**config.mk**
```make
export PLATFORM = sky130hd
export DESIGN_NAME = instr_fetch_queue_flat
export DESIGN_NICKNAME = d
export VERILOG_FILES = /design/src/rtl/instr_fetch_queue_if.sv /design/src/rtl/instr_fetch_queue.sv /design/src/flat_wrapper.sv
export SDC_FILE = /design/constraint.sdc
export NUM_CORES = 1
export LEC_CHECK = 0
export BUFFER_PORTS_ARGS = -buffer_cell sky130_fd_sc_hd__clkbuf_2
export CAP_MARGIN = 20
export CORE_ASPECT_RATIO = 0.8
export CORE_MARGIN = 4
export CORE_UTILIZATION = 30
export CTS_BUF_LIST = sky130_fd_sc_hd__clkbuf_16
export DETAILED_ROUTE_END_ITERATION = 6
export PLACE_DENSITY = 0.56
export SYNTH_ARGS = -nofsm -noshare
export SYNTH_HDL_FRONTEND = slang
export SYNTH_SLANG_ARGS = --single-unit
```
**constraint.sdc**
```tcl
create_clock -name clk -period 3.5 [get_ports clk]
set_input_delay 0.175 -clock clk [delete_from_list [all_inputs] [get_ports clk]]
set_output_delay 0.175 -clock clk [all_outputs]
set_load 0.02 [all_outputs]
```
**src/rtl/instr_fetch_queue_if.sv**
```systemverilog
// ---------------------------------------------------------------------------
// instr_fetch_queue_if
// Bundles the fetch-queue control, instruction-memory and decode-side signals.
//   halt, redirect, redirect_pc : fetch control from the pipeline
//   mem_req, mem_addr           : instruction-memory request (held until ack)
//   mem_ack, mem_rdata          : instruction-memory response
//   out_valid, out_pc,
//   out_instr, out_ready        : head-of-queue handshake toward IF/ID
//   count                       : current queue occupancy
// Modport slave is the queue side, modport master is the pipeline/memory side.
// ---------------------------------------------------------------------------
interface instr_fetch_queue_if #(
    parameter int PC_W  = 9,
    parameter int INS_W = 32,
    parameter int DEPTH = 4
);
    logic                     halt;
    logic                     redirect;
    logic [PC_W-1:0]          redirect_pc;
    logic                     mem_req;
    logic [PC_W-1:0]          mem_addr;
    logic                     mem_ack;
    logic [INS_W-1:0]         mem_rdata;
    logic                     out_valid;
    logic [PC_W-1:0]          out_pc;
    logic [INS_W-1:0]         out_instr;
    logic                     out_ready;
    logic [$clog2(DEPTH):0]   count;

    modport slave (
        input  halt, redirect, redirect_pc, mem_ack, mem_rdata, out_ready,
        output mem_req, mem_addr, out_valid, out_pc, out_instr, count
    );

    modport master (
        output halt, redirect, redirect_pc, mem_ack, mem_rdata, out_ready,
        input  mem_req, mem_addr, out_valid, out_pc, out_instr, count
    );
endinterface

```
**src/rtl/instr_fetch_queue.sv**
```systemverilog
// ---------------------------------------------------------------------------
// instr_fetch_queue
// Instruction prefetch queue: issues at most one instruction-memory request at
// a time, stores returned {pc, instr} pairs in a DEPTH-entry FIFO and presents
// the head entry to decode. A redirect flushes the queue and retargets fetch;
// a request already in flight at redirect time is completed and its data
// dropped (DISCARD state).
// Ports:
//   clk   : rising-edge clock
//   reset : asynchronous active-high reset
//   bus   : instr_fetch_queue_if.slave (control, memory and decode signals)
// ---------------------------------------------------------------------------
module instr_fetch_queue #(
    parameter int PC_W  = 9,
    parameter int INS_W = 32,
    parameter int DEPTH = 4
) (
    input  logic                 clk,
    input  logic                 reset,
    instr_fetch_queue_if.slave   bus
);
    localparam int PTR_W = (DEPTH > 1) ? $clog2(DEPTH) : 1;
    localparam int CNT_W = $clog2(DEPTH) + 1;

    typedef enum logic {
        ST_FETCH   = 1'b0,
        ST_DISCARD = 1'b1
    } state_t;

    state_t              r_state;
    state_t              w_state_next;

    // r_busy marks a request that was presented and not yet acknowledged;
    // while set, the request and its address are frozen in r_req_addr.
    logic                r_busy;
    logic                w_busy_next;
    logic [PC_W-1:0]     r_req_addr;
    logic [PC_W-1:0]     r_fetch_pc;
    logic [PC_W-1:0]     w_fetch_pc_next;

    logic [PTR_W-1:0]    r_wr_ptr;
    logic [PTR_W-1:0]    r_rd_ptr;
    logic [PTR_W-1:0]    w_wr_ptr_next;
    logic [PTR_W-1:0]    w_rd_ptr_next;
    logic [CNT_W-1:0]    r_count;
    logic [CNT_W-1:0]    w_count_next;

    logic [PC_W-1:0]     r_pc_mem  [DEPTH];
    logic [INS_W-1:0]    r_ins_mem [DEPTH];

    logic                w_mem_req;
    logic [PC_W-1:0]     w_mem_addr;
    logic                w_ack;
    logic                w_push;
    logic                w_pop;
    logic                w_out_valid;
    logic [PC_W-1:0]     w_redirect_target;

    always_comb begin
        w_out_valid       = (r_count != '0);
        w_redirect_target = bus.redirect_pc & ~PC_W'(3);

        // A fresh request is only offered in FETCH with room guaranteed for
        // its data; an outstanding one stays up regardless of halt/redirect.
        w_mem_req = 1'b0;
        if (!reset) begin
            w_mem_req = r_busy |
                        ((r_state == ST_FETCH) && !bus.halt &&
                         (r_count < CNT_W'(DEPTH)));
        end
        w_mem_addr = r_busy ? r_req_addr : r_fetch_pc;

        w_ack  = w_mem_req & bus.mem_ack;
        w_push = w_ack & (r_state == ST_FETCH) & ~bus.redirect;
        w_pop  = w_out_valid & bus.out_ready & ~bus.redirect;

        w_busy_next = w_mem_req & ~bus.mem_ack;

        w_state_next = r_state;
        case (r_state)
            ST_FETCH: begin
                if (bus.redirect && w_mem_req && !bus.mem_ack) begin
                    w_state_next = ST_DISCARD;
                end
            end
            ST_DISCARD: begin
                // Request is always up here, so any ack completes it.
                if (bus.mem_ack) begin
                    w_state_next = ST_FETCH;
                end
            end
            default: w_state_next = ST_FETCH;
        endcase

        w_fetch_pc_next = r_fetch_pc;
        if (bus.redirect) begin
            w_fetch_pc_next = w_redirect_target;
        end else if (w_push) begin
            w_fetch_pc_next = w_mem_addr + PC_W'(4);
        end

        w_wr_ptr_next = r_wr_ptr;
        w_rd_ptr_next = r_rd_ptr;
        w_count_next  = r_count;
        if (bus.redirect) begin
            // Flush: no push happens this cycle, so aligning the read pointer
            // to the write pointer empties the ring.
            w_rd_ptr_next = r_wr_ptr;
            w_count_next  = '0;
        end else begin
            if (w_push) begin
                w_wr_ptr_next = r_wr_ptr + PTR_W'(1);
            end
            if (w_pop) begin
                w_rd_ptr_next = r_rd_ptr + PTR_W'(1);
            end
            case ({w_push, w_pop})
                2'b10:   w_count_next = r_count + CNT_W'(1);
                2'b01:   w_count_next = r_count - CNT_W'(1);
                default: w_count_next = r_count;
            endcase
        end
    end

    always_ff @(posedge clk or posedge reset) begin
        if (reset) begin
            r_state    <= ST_FETCH;
            r_busy     <= 1'b0;
            r_req_addr <= '0;
            r_fetch_pc <= '0;
            r_wr_ptr   <= '0;
            r_rd_ptr   <= '0;
            r_count    <= '0;
        end else begin
            r_state    <= w_state_next;
            r_busy     <= w_busy_next;
            r_req_addr <= w_mem_addr;
            r_fetch_pc <= w_fetch_pc_next;
            r_wr_ptr   <= w_wr_ptr_next;
            r_rd_ptr   <= w_rd_ptr_next;
            r_count    <= w_count_next;
        end
    end

    // Storage needs no reset: occupancy alone decides what is visible.
    always_ff @(posedge clk) begin
        if (w_push) begin
            r_pc_mem[r_wr_ptr]  <= w_mem_addr;
            r_ins_mem[r_wr_ptr] <= bus.mem_rdata;
        end
    end

    assign bus.mem_req   = w_mem_req;
    assign bus.mem_addr  = w_mem_addr;
    assign bus.out_valid = w_out_valid;
    // Head fields read as zero when empty so reset presents clean outputs.
    assign bus.out_pc    = w_out_valid ? r_pc_mem[r_rd_ptr]  : '0;
    assign bus.out_instr = w_out_valid ? r_ins_mem[r_rd_ptr] : '0;
    assign bus.count     = r_count;

endmodule

```
**src/flat_wrapper.sv**
```systemverilog
// flat-port wrapper written by rule: the top's interface ports become plain ports
module instr_fetch_queue_flat 
#(
    parameter int PC_W  = 9,
    parameter int INS_W = 32,
    parameter int DEPTH = 4
)
  (clk, reset, bus_halt, bus_redirect, bus_redirect_pc, bus_mem_ack, bus_mem_rdata, bus_out_ready, bus_mem_req, bus_mem_addr, bus_out_valid, bus_out_pc, bus_out_instr, bus_count);
  instr_fetch_queue_if #(.PC_W(PC_W), .INS_W(INS_W), .DEPTH(DEPTH)) bus_i ();
  input  logic clk;
  input  logic reset;
  input wire logic [$bits(bus_i.halt)-1:0] bus_halt;
  input wire logic [$bits(bus_i.redirect)-1:0] bus_redirect;
  input wire logic [$bits(bus_i.redirect_pc)-1:0] bus_redirect_pc;
  input wire logic [$bits(bus_i.mem_ack)-1:0] bus_mem_ack;
  input wire logic [$bits(bus_i.mem_rdata)-1:0] bus_mem_rdata;
  input wire logic [$bits(bus_i.out_ready)-1:0] bus_out_ready;
  output wire logic [$bits(bus_i.mem_req)-1:0] bus_mem_req;
  output wire logic [$bits(bus_i.mem_addr)-1:0] bus_mem_addr;
  output wire logic [$bits(bus_i.out_valid)-1:0] bus_out_valid;
  output wire logic [$bits(bus_i.out_pc)-1:0] bus_out_pc;
  output wire logic [$bits(bus_i.out_instr)-1:0] bus_out_instr;
  output wire logic [$bits(bus_i.count)-1:0] bus_count;
  assign bus_i.halt = bus_halt;
  assign bus_i.redirect = bus_redirect;
  assign bus_i.redirect_pc = bus_redirect_pc;
  assign bus_i.mem_ack = bus_mem_ack;
  assign bus_i.mem_rdata = bus_mem_rdata;
  assign bus_i.out_ready = bus_out_ready;
  assign bus_mem_req = bus_i.mem_req;
  assign bus_mem_addr = bus_i.mem_addr;
  assign bus_out_valid = bus_i.out_valid;
  assign bus_out_pc = bus_i.out_pc;
  assign bus_out_instr = bus_i.out_instr;
  assign bus_count = bus_i.count;
  instr_fetch_queue #(.PC_W(PC_W), .INS_W(INS_W), .DEPTH(DEPTH)) u_core (.clk(clk), .reset(reset), .bus(bus_i));
endmodule
```
After elaboration in Yosys (flattened, before gate mapping)
Memories as Yosys holds them, arrays and structs flattened.
Cells that the tools add are included.

operators by class
  add/sub/neg operators = 5
  $mul = 0
  divide/modulo/power cells = 0
  magnitude comparators = 1
  equal/unequal tests = 2
  shifts and indexed selects = 0
  multiplexer cells = 15
  bitwise operators = 10
  reductions and logical operators = 11

operators by type and width
  cell                 number
  $mux 9               4
  $mux 32              1
  $add 9x3->9 const B  1
  $and 1x1->1          6
  $pmux 3 s2           1
  $reduce_bool 3->1    2
  $mux 1               5
  $add 2x1->2 const B  2
  $logic_and 1x1->1    4
  $mux 2               2
  $reduce_bool 2->1    2
  $add 3x1->3 const B  1
  $lt 3x3->1 const B   1
  $mux 3               1
  $not 1->1            3
  $sub 3x1->3 const B  1
  $eq 2x1->1 const B   1
  $eq 2x2->1 const B   1
  $logic_not 1->1      2
  $pmux 1 s2           1
  $reduce_and 2->1     1
  $or 1x1->1           1

storage, ports and cells
  register bits after elaboration = 27
  latch bits = 0
  memory bits (writable) = 164
  ROM bits = 0
  input bits = 47
  output and inout port bits = 55
  logic and storage cells = 53
  memories = 2

memory list
  name              words  bits a word  rd ports  clocked after memory_dff  write ports  line                     source
  u_core.r_ins_mem  4      32           1         0                         1            instr_fetch_queue.sv:49  logic [INS_W-1:0] r_ins_mem [DEPTH];
  u_core.r_pc_mem   4      9            1         0                         1            instr_fetch_queue.sv:48  logic [PC_W-1:0] r_pc_mem [DEPTH];

Depth between registers and ports, before layout
Gate-level depths: netlist of the first run.

  word-level depth = 11
  mapped depth = 10
  depth with buffers taken out = 7

Worst setup path after synthesis of the first run
Ideal clock, no wire load.

  path type = reg-to-reg
  start = register u_core.r_count[2], in the netlist u_core.bus.count[2]
  end = memory u_core.r_ins_mem[0][0], enable pin
  setup time = 403 ps
  data arrival time = 2289 ps
  required time = 3097 ps
  setup slack = 808 ps
  stages on the path, launching flop included = 6
  path buffers = 2
  period minus slack after synthesis = 2692 ps
  cell sequence = dfrtp_1 o21bai_1 and2_1 buf_2 buf_2 and3_1

on the way
  word-level cells in the longest chain between the ends = 9

ends and longest elaborated chain
  item                          line                      source
  start, declared               instr_fetch_queue.sv:45   logic [CNT_W-1:0] r_count;
  start signal, assigned        instr_fetch_queue.sv:141  r_count <= w_count_next;
  $lt 3x3->1                    instr_fetch_queue.sv:69   (r_count < CNT_W'(DEPTH)));
  $logic_and 1x1->1             instr_fetch_queue.sv:68   ((r_state == ST_FETCH) && !bus.halt &&
  $or 1x1->1                    instr_fetch_queue.sv:67   w_mem_req = r_busy |
  $mux 1                        instr_fetch_queue.sv:66   if (!reset) begin
  $and 1x1->1                   instr_fetch_queue.sv:73   w_ack = w_mem_req & bus.mem_ack;
  $and 1x1->1 (2 in series)     instr_fetch_queue.sv:74   w_push = w_ack & (r_state == ST_FETCH) & ~bus.redirect;
  $mux 1                        instr_fetch_queue.sv:147  if (w_push) begin
  $mux 1 (not written as such)  instr_fetch_queue.sv:149  r_ins_mem[r_wr_ptr] <= bus.mem_rdata;
  end, declared                 instr_fetch_queue.sv:49

Every way passes these cells.

Final worst setup path of the first run
  start = register u_core.r_rd_ptr[0]
  end = output port bus_out_pc[7]

on the way
  word-level cells in the longest chain between the ends = 2

ends and longest elaborated chain
  item                    line                      source
  start, declared         instr_fetch_queue.sv:42   logic [PTR_W-1:0] r_rd_ptr;
  start signal, assigned  instr_fetch_queue.sv:140  r_rd_ptr <= w_rd_ptr_next;
  $mem_v2 4x9             -
  $mux 9                  instr_fetch_queue.sv:157  assign bus.out_pc = w_out_valid ? r_pc_mem[r_rd_ptr] : '0;
  end, declared           flat_wrapper.sv:21        output wire logic [$bits(bus_i.out_pc)-1:0] bus_out_pc;

Every way passes these cells.

==> results.json, run 1 <==
{
  "power_density_nw_per_um2": 707,
  "critPathRequiredTime_ns": 3.32,
  "worstSetupPathType": "flop to output pin",
  "drc_errors": 0,
  "finClkSkew_ns": 0.0105,
  "peakVddDrop_uv": 409,
  "cts_tree": "built",
  "multiInputGateArea_um2": 1920,
  "drive_gt1_frac": 0.357,
  "synth-edff-count": 164,
  "grt_max_degree": 44,
  "cp_cell_sequence": "mux4_2 > and2_1 > clkbuf_2",
  "synth_seq_cells": 191,
  "place_inst": 807,
  "relSlewSlack": 0.395,
  "antenna_found_initial": 0,
  "yosysTopAreaCell": "edfxtp_1",
  "drt-pass1-iter-count": 4,
  "fp.dieW_um": 187,
  "routabilityCongestion": 0.776,
  "wl_um": 15700,
  "cts_num_sinks": 191,
  "cp.arrival_ns": 2.44,
  "track_usage": 0.116,
  "ys_top_cells_by_count": "164 x edfxtp_1, 42 x and2_1, 41 x mux4_2",
  "path_max_fanout": 43,
  "clk_pin_slew_ns": 0.07,
  "slowest_delay_ns": 1.04,
  "synth_top_cell_area_share": 0.644,
  "h-tree-depth": 4,
  "leakage_nw": 3.46,
  "portBuffers": 99,
  "synth.most_common_cell": "edfxtp_1",
  "die_y_um": 151,
  "fin_hold_ws_ns": 0.0493,
  "slew_viol_final": 0,
  "ioPinCount": 102,
  "num_vias": 4038,
  "setup-violations-final": 0,
  "initial_core_util": 0.310,
  "synth-seq-area-share": 0.732,
  "clockBufferDepth": 2,
  "cts-resized-gates": 0,
  "grt_setup_unrepaired": "no",
  "grt_pass1_vias": 4363,
  "final_nets": 600,
  "status": "completed",
  "finalHoldViolations": 0,
  "synth_area_um2": 7650,
  "seqCellArea_um2": 5610,
  "tns_ns": 0,
  "drtAntennaViolNets": 0,
  "gr-total-overflow": 0,
  "wl_per_cell_um": 17.9,
  "critPathSlowestCell": "dfrtp_4",
  "cp-end-kind": "output pin",
  "yosys.cell_types.count": 44,
  "fin_cells": 879,
  "worstSkewPairLatency_ns": 0.43,
  "syn-mean-instance-area_um2": 19.0,
  "synth_area_leaders": "edfxtp_1 64%, mux4_2 12%, dfrtp_1 8.8%",
  "vias_per_cell": 4.59,
  "tightest_slew_ns": 0.907,
  "period_share": 0.748,
  "core_region_area_um2": 24700,
  "fmax_mhz": 382,
  "grt_pass1_wl_um": 24900,
  "synth_ff_type": "edfxtp_1",
  "ys_warn_count": 0,
  "cts_inserted_buffers": 17,
  "min-delay-path-class": "input port to flop",
  "areaGrowthSynthToFinish_pct": 24.8,
  "min_period_ns": 2.62,
  "std_cell_rows": 51,
  "cts_root_buf": "clkbuf_16",
  "synth_nets": 455,
  "asyncSetResetFlopFracSynth": 0.141,
  "maxCapViolCount": 0,
  "fill_cells": 2273,
  "synth_cells": 402,
  "hpwlAfterDp_um": 9820,
  "die_area_um2": 28100,
  "drt_iter0_markers": 159,
  "start_kind": "flop"
}
## critical path: cells and delay by family, from the launching register on
kind	cells	cell delay (ns)
simple gates	1	0.20
flops	1	1.04
buf+inv	1	0.16
mux	1	0.61
## placed cells by master (no fill, tap or decap), drive strengths merged, types with 2 or more instances in the layout
master and count:
mux2i 6, clkbuf 118, a211o 2, buf 10
nor3 5, dlygate4sd3 39, ha 5, a211oi 2
inv 19, nand4 2, a21oi 4, a21o 2
o21ai 6, xnor2 5, edfxtp 164, nor2b 2
and3 5, clkinv 3, and2 42, xor2 3
mux4 41, or3 2, nand2 20, mux2 8
nor2 3, dfrtp 27, nand4b 3
## metal layers
layer,global-route usage,wire length (um),vias to the layer above
met1,0.149,7110,2055
met2,0.193,7610,105
met3,0.0380,795,15
met5,0,0,-
met4,0.0303,176,0
li1,-,-,1863
## sequential cells by signal, indices dropped and copies added, names as in the netlist
name	flops
u_core.bus.count	3
u_core.r_ins_mem	128
u_core.r_fetch_pc	9
u_core.r_req_addr	9
u_core.r_pc_mem	36
u_core.r_rd_ptr	2
u_core.r_busy	1
u_core.r_state	1
u_core.r_wr_ptr	2
## power by group
group | internal [mW] | switching [mW] | leakage, nW | total (mW)
combinational | 0.925 | 1.13 | 1.36 | 2.05
clock | 1.01 | 0.854 | 0.295 | 1.86
sequential | 2.60 | 0.234 | 1.81 | 2.84
total | 4.54 | 2.22 | 3.46 | 6.75
## timing repair
item | 4_1_cts | 5_1_grt
setup buffers | 0 | 0
hold buffers | 39 | 0
hold endpoints to repair | 162 | 0
## worst paths after layout
kind                                      start                       to  slack (ns)  cells after the start
max                          u_core.r_rd_ptr[0]            bus_out_pc[7]        0.88                      3
min in group asynchronous                 reset           u_core.r_state        0.36                      4
min                          bus_redirect_pc[6]     u_core.r_fetch_pc[6]        0.05                      4
max in group asynchronous                 reset       u_core.r_rd_ptr[0]        2.83                      4
min reg2reg                u_core.r_fetch_pc[0]     u_core.r_fetch_pc[0]        0.53                      2
max reg2reg                 u_core.bus.count[2]  u_core.r_ins_mem[3][17]        0.91                      4
## per-stage QoR
step	total power, mW	utilization	instance area [um^2]	setup WS, ns
floorplan	4.23	-	7650	0.808
global placement	4.90	0.347	8570	0.978
detailed placement	4.96	0.348	8580	0.845
CTS	6.87	0.387	9550	0.778
global route	7.13	0.387	9550	0.667
finish	6.75	0.387	9550	0.883
## cell type report
| cell class | count | area share |
|---|---|---|
| Sequential cell | 191 | 0.587 |
| Multi-Input combinational cell | 180 | 0.201 |
| Timing Repair Buffer | 148 | 0.107 |
| Clock buffer | 19 | 0.0498 |
| Tap cell | 318 | 0.0417 |
| Clock inverter | 13 | 0.0103 |
| Inverter | 9 | 0.00354 |
| Antenna cell | 1 | 0.000262 |
## logic make-up (layout without fill, tap and decap cells)
group                      Yosys count  in the layout  share of synthesized area
AOI/OAI and AO/OA                   24             24                     0.0239
adders and majority gates            6              6                     0.0108
other                                0              1                          0
buffers and inverters               31            189                     0.0180
xor gates and xnor gates             8              8                    0.00916
and+or+nand+nor                     87             87                     0.0659
DFF                                191            191                      0.732
muxes                               55             55                      0.140
Note: power is estimated with default switching activity, not from simulation.
==> run 2: changes to the inputs <==
clock period = 2.7 ns   (was 3.5 ns; I/O delays follow)
==> run 2 against run 1 <==
Count of clock-buffer cells in the layout unchanged. Sequential power increased by 24%. Setup slack got worse by 0.44 ns. Core utilization about the same. Sequential share of layout area about the same. Routed wire length increased by 2.4%. Non-clock buffer count increased by 1. Cell count unchanged. Clock skew about the same. Highest routed layer unchanged.
==> results.json, run 2 (same netlist as run 1, synthesis figures left out) <==
{
  "wl_um": 16100,
  "min-delay-path-class": "input port to flop",
  "worstSetupPathType": "flop to output pin",
  "tightest_slew_ns": 0.578,
  "std_cell_rows": 51,
  "gr-total-overflow": 0,
  "diodes": 0,
  "largest_register_ff_count": 128,
  "finalHoldViolations": 0,
  "antenna_found_initial": 0,
  "core_region_area_um2": 24700,
  "drtAntennaViolNets": 0,
  "peakVddDrop_uv": 562,
  "final_nets": 601,
  "grt_setup_unrepaired": "no",
  "cts_tree": "built",
  "drt_iter0_markers": 202,
  "cp_cell_sequence": "buf_4 > mux2i_1 > inv_1 > clkbuf_2",
  "min_period_ns": 2.25,
  "crit_buf_inv": 3,
  "path_delay_family": "buffers and inverters",
  "track_usage": 0.118,
  "fmax_mhz": 444,
  "critPathRequiredTime_ns": 2.57,
  "mostFrequentLayoutCells": "164 x edfxtp_1, 99 x clkbuf_2, 42 x and2_1, 41 x mux4_2, 39 x dlygate4sd3_1",
  "relSlewSlack": 0.612,
  "period_share": 0.835,
  "power_density_nw_per_um2": 909,
  "setup-violations-final": 0,
  "cp.arrival_ns": 2.12,
  "cp-end-kind": "output pin",
  "postCtsSetupBuffers": 0,
  "p_total_mw": 8.69,
  "p_sw_frac": 0.323,
  "maxCapViolCount": 0,
  "final_core_utilization": 0.387,
  "drive_gt1_frac": 0.355,
  "vias_per_cell": 4.65,
  "clockBufferDepth": 2,
  "place_area_um2": 8620,
  "leakage_nw": 3.47,
  "cts_root_buf": "clkbuf_16",
  "areaGrowthSynthToFinish_pct": 24.9,
  "finClkSkew_ns": 0.0106,
  "pwr-share-clk": 0.266,
  "slew_viol_final": 0,
  "critPathSlowestCell": "mux2i_1",
  "portBuffers": 99,
  "drc_errors": 0,
  "worstSkewPairLatency_ns": 0.42,
  "grt_pass1_wl_um": 25200,
  "p_seq_frac": 0.406,
  "num_vias": 4090,
  "reg_top3": "u_core.r_ins_mem: 128 flops, u_core.r_pc_mem: 36 flops",
  "p_int_mw": 5.88,
  "cts_inserted_buffers": 17,
  "place_inst": 808,
  "die_y_um": 151,
  "fp.dieW_um": 187,
  "fin_cells": 879,
  "switchingPower_mw": 2.80,
  "slowest_delay_ns": 0.50,
  "drt-pass1-iter-count": 6,
  "grt_pass1_vias": 4486,
  "pwr-share-comb": 0.328,
  "hpwlAfterDp_um": 9570,
  "wl_per_cell_um": 18.3,
  "path_max_fanout": 12,
  "place_ws_ns": 0.576,
  "finish.instance_area_um2": 9560,
  "initial_core_util": 0.310,
  "fill_cells": 2274,
  "clk_pin_slew_ns": 0.07,
  "fin_hold_ws_ns": 0.0257,
  "tns_ns": 0,
  "final.setup.worst_slack_ns": 0.447,
  "layout_commonest_cell": "edfxtp_1",
  "grt_max_degree": 45,
  "cts_num_sinks": 191,
  "routabilityCongestion": 0.731,
  "start_kind": "flop",
  "regMostFlops": "u_core.r_ins_mem",
  "ioPinCount": 102,
  "die_area_um2": 28100,
  "h-tree-depth": 4,
  "status": "completed"
}
-- run 2: power groups by stage --
stage	clock network (mW)	logic [mW]	registers, mW
after CTS	2.39	2.93	3.53
after floorplan	0	1.97	3.52
after detailed placement	0	2.88	3.60
after global routing	2.50	3.10	3.55
after global placement	0	2.85	3.59
final	2.31	2.85	3.53
-- run 2: timing repair --
action,4_1_cts,5_1_grt
endpoints found under the hold margin,162,0
resized for setup,0,0
hold buffers,39,0
-- run 2: layout make-up --
class	count	area, um^2	share of cell area
clock buffer	19	475	0.0498
clock inverter	13	70.1	0.00733
inverter	9	33.8	0.00353
multi-input combinational	180	1920	0.201
sequential	191	5610	0.587
tap	318	398	0.0416
timing repair buffer	149	1060	0.110
-- run 2: per-layer routing --
metal	wire length, um	global-route usage	share of wire	vias up
met5	0	0	0	-
met4	115	0.0333	0.0072	0
met3	748	0.0366	0.047	10
li1	-	-	-	1859
met2	7910	0.201	0.49	101
met1	7300	0.147	0.45	2120
-- run 2: worst register-to-register path: stages, from the launching register on --
cell and delay, ns:
dfrtp_1 0.46, o21ai_1 0.51, ha_1 0.33, nand4b_1 0.16
a211oi_2 0.30, nor3_1 0.08, a211o_1 0.23
-- run 2: worst paths after layout --
| check | startpoint | cells after the start | endpoint | slack, ns |
|---|---|---|---|---|
| worst min-delay path | bus_redirect_pc[6] | 4 | u_core.r_fetch_pc[6] | 0.03 |
| worst min register to register | u_core.r_fetch_pc[1] | 2 | u_core.r_fetch_pc[1] | 0.53 |
| worst max-delay path | u_core.r_busy | 4 | bus_mem_addr[6] | 0.45 |
| worst max register to register | u_core.r_busy | 6 | u_core.r_fetch_pc[8] | 0.52 |
| max in group asynchronous | reset | 4 | u_core.r_rd_ptr[0] | 2.07 |
| min in group asynchronous | reset | 4 | u_core.bus.count[1] | 0.34 |
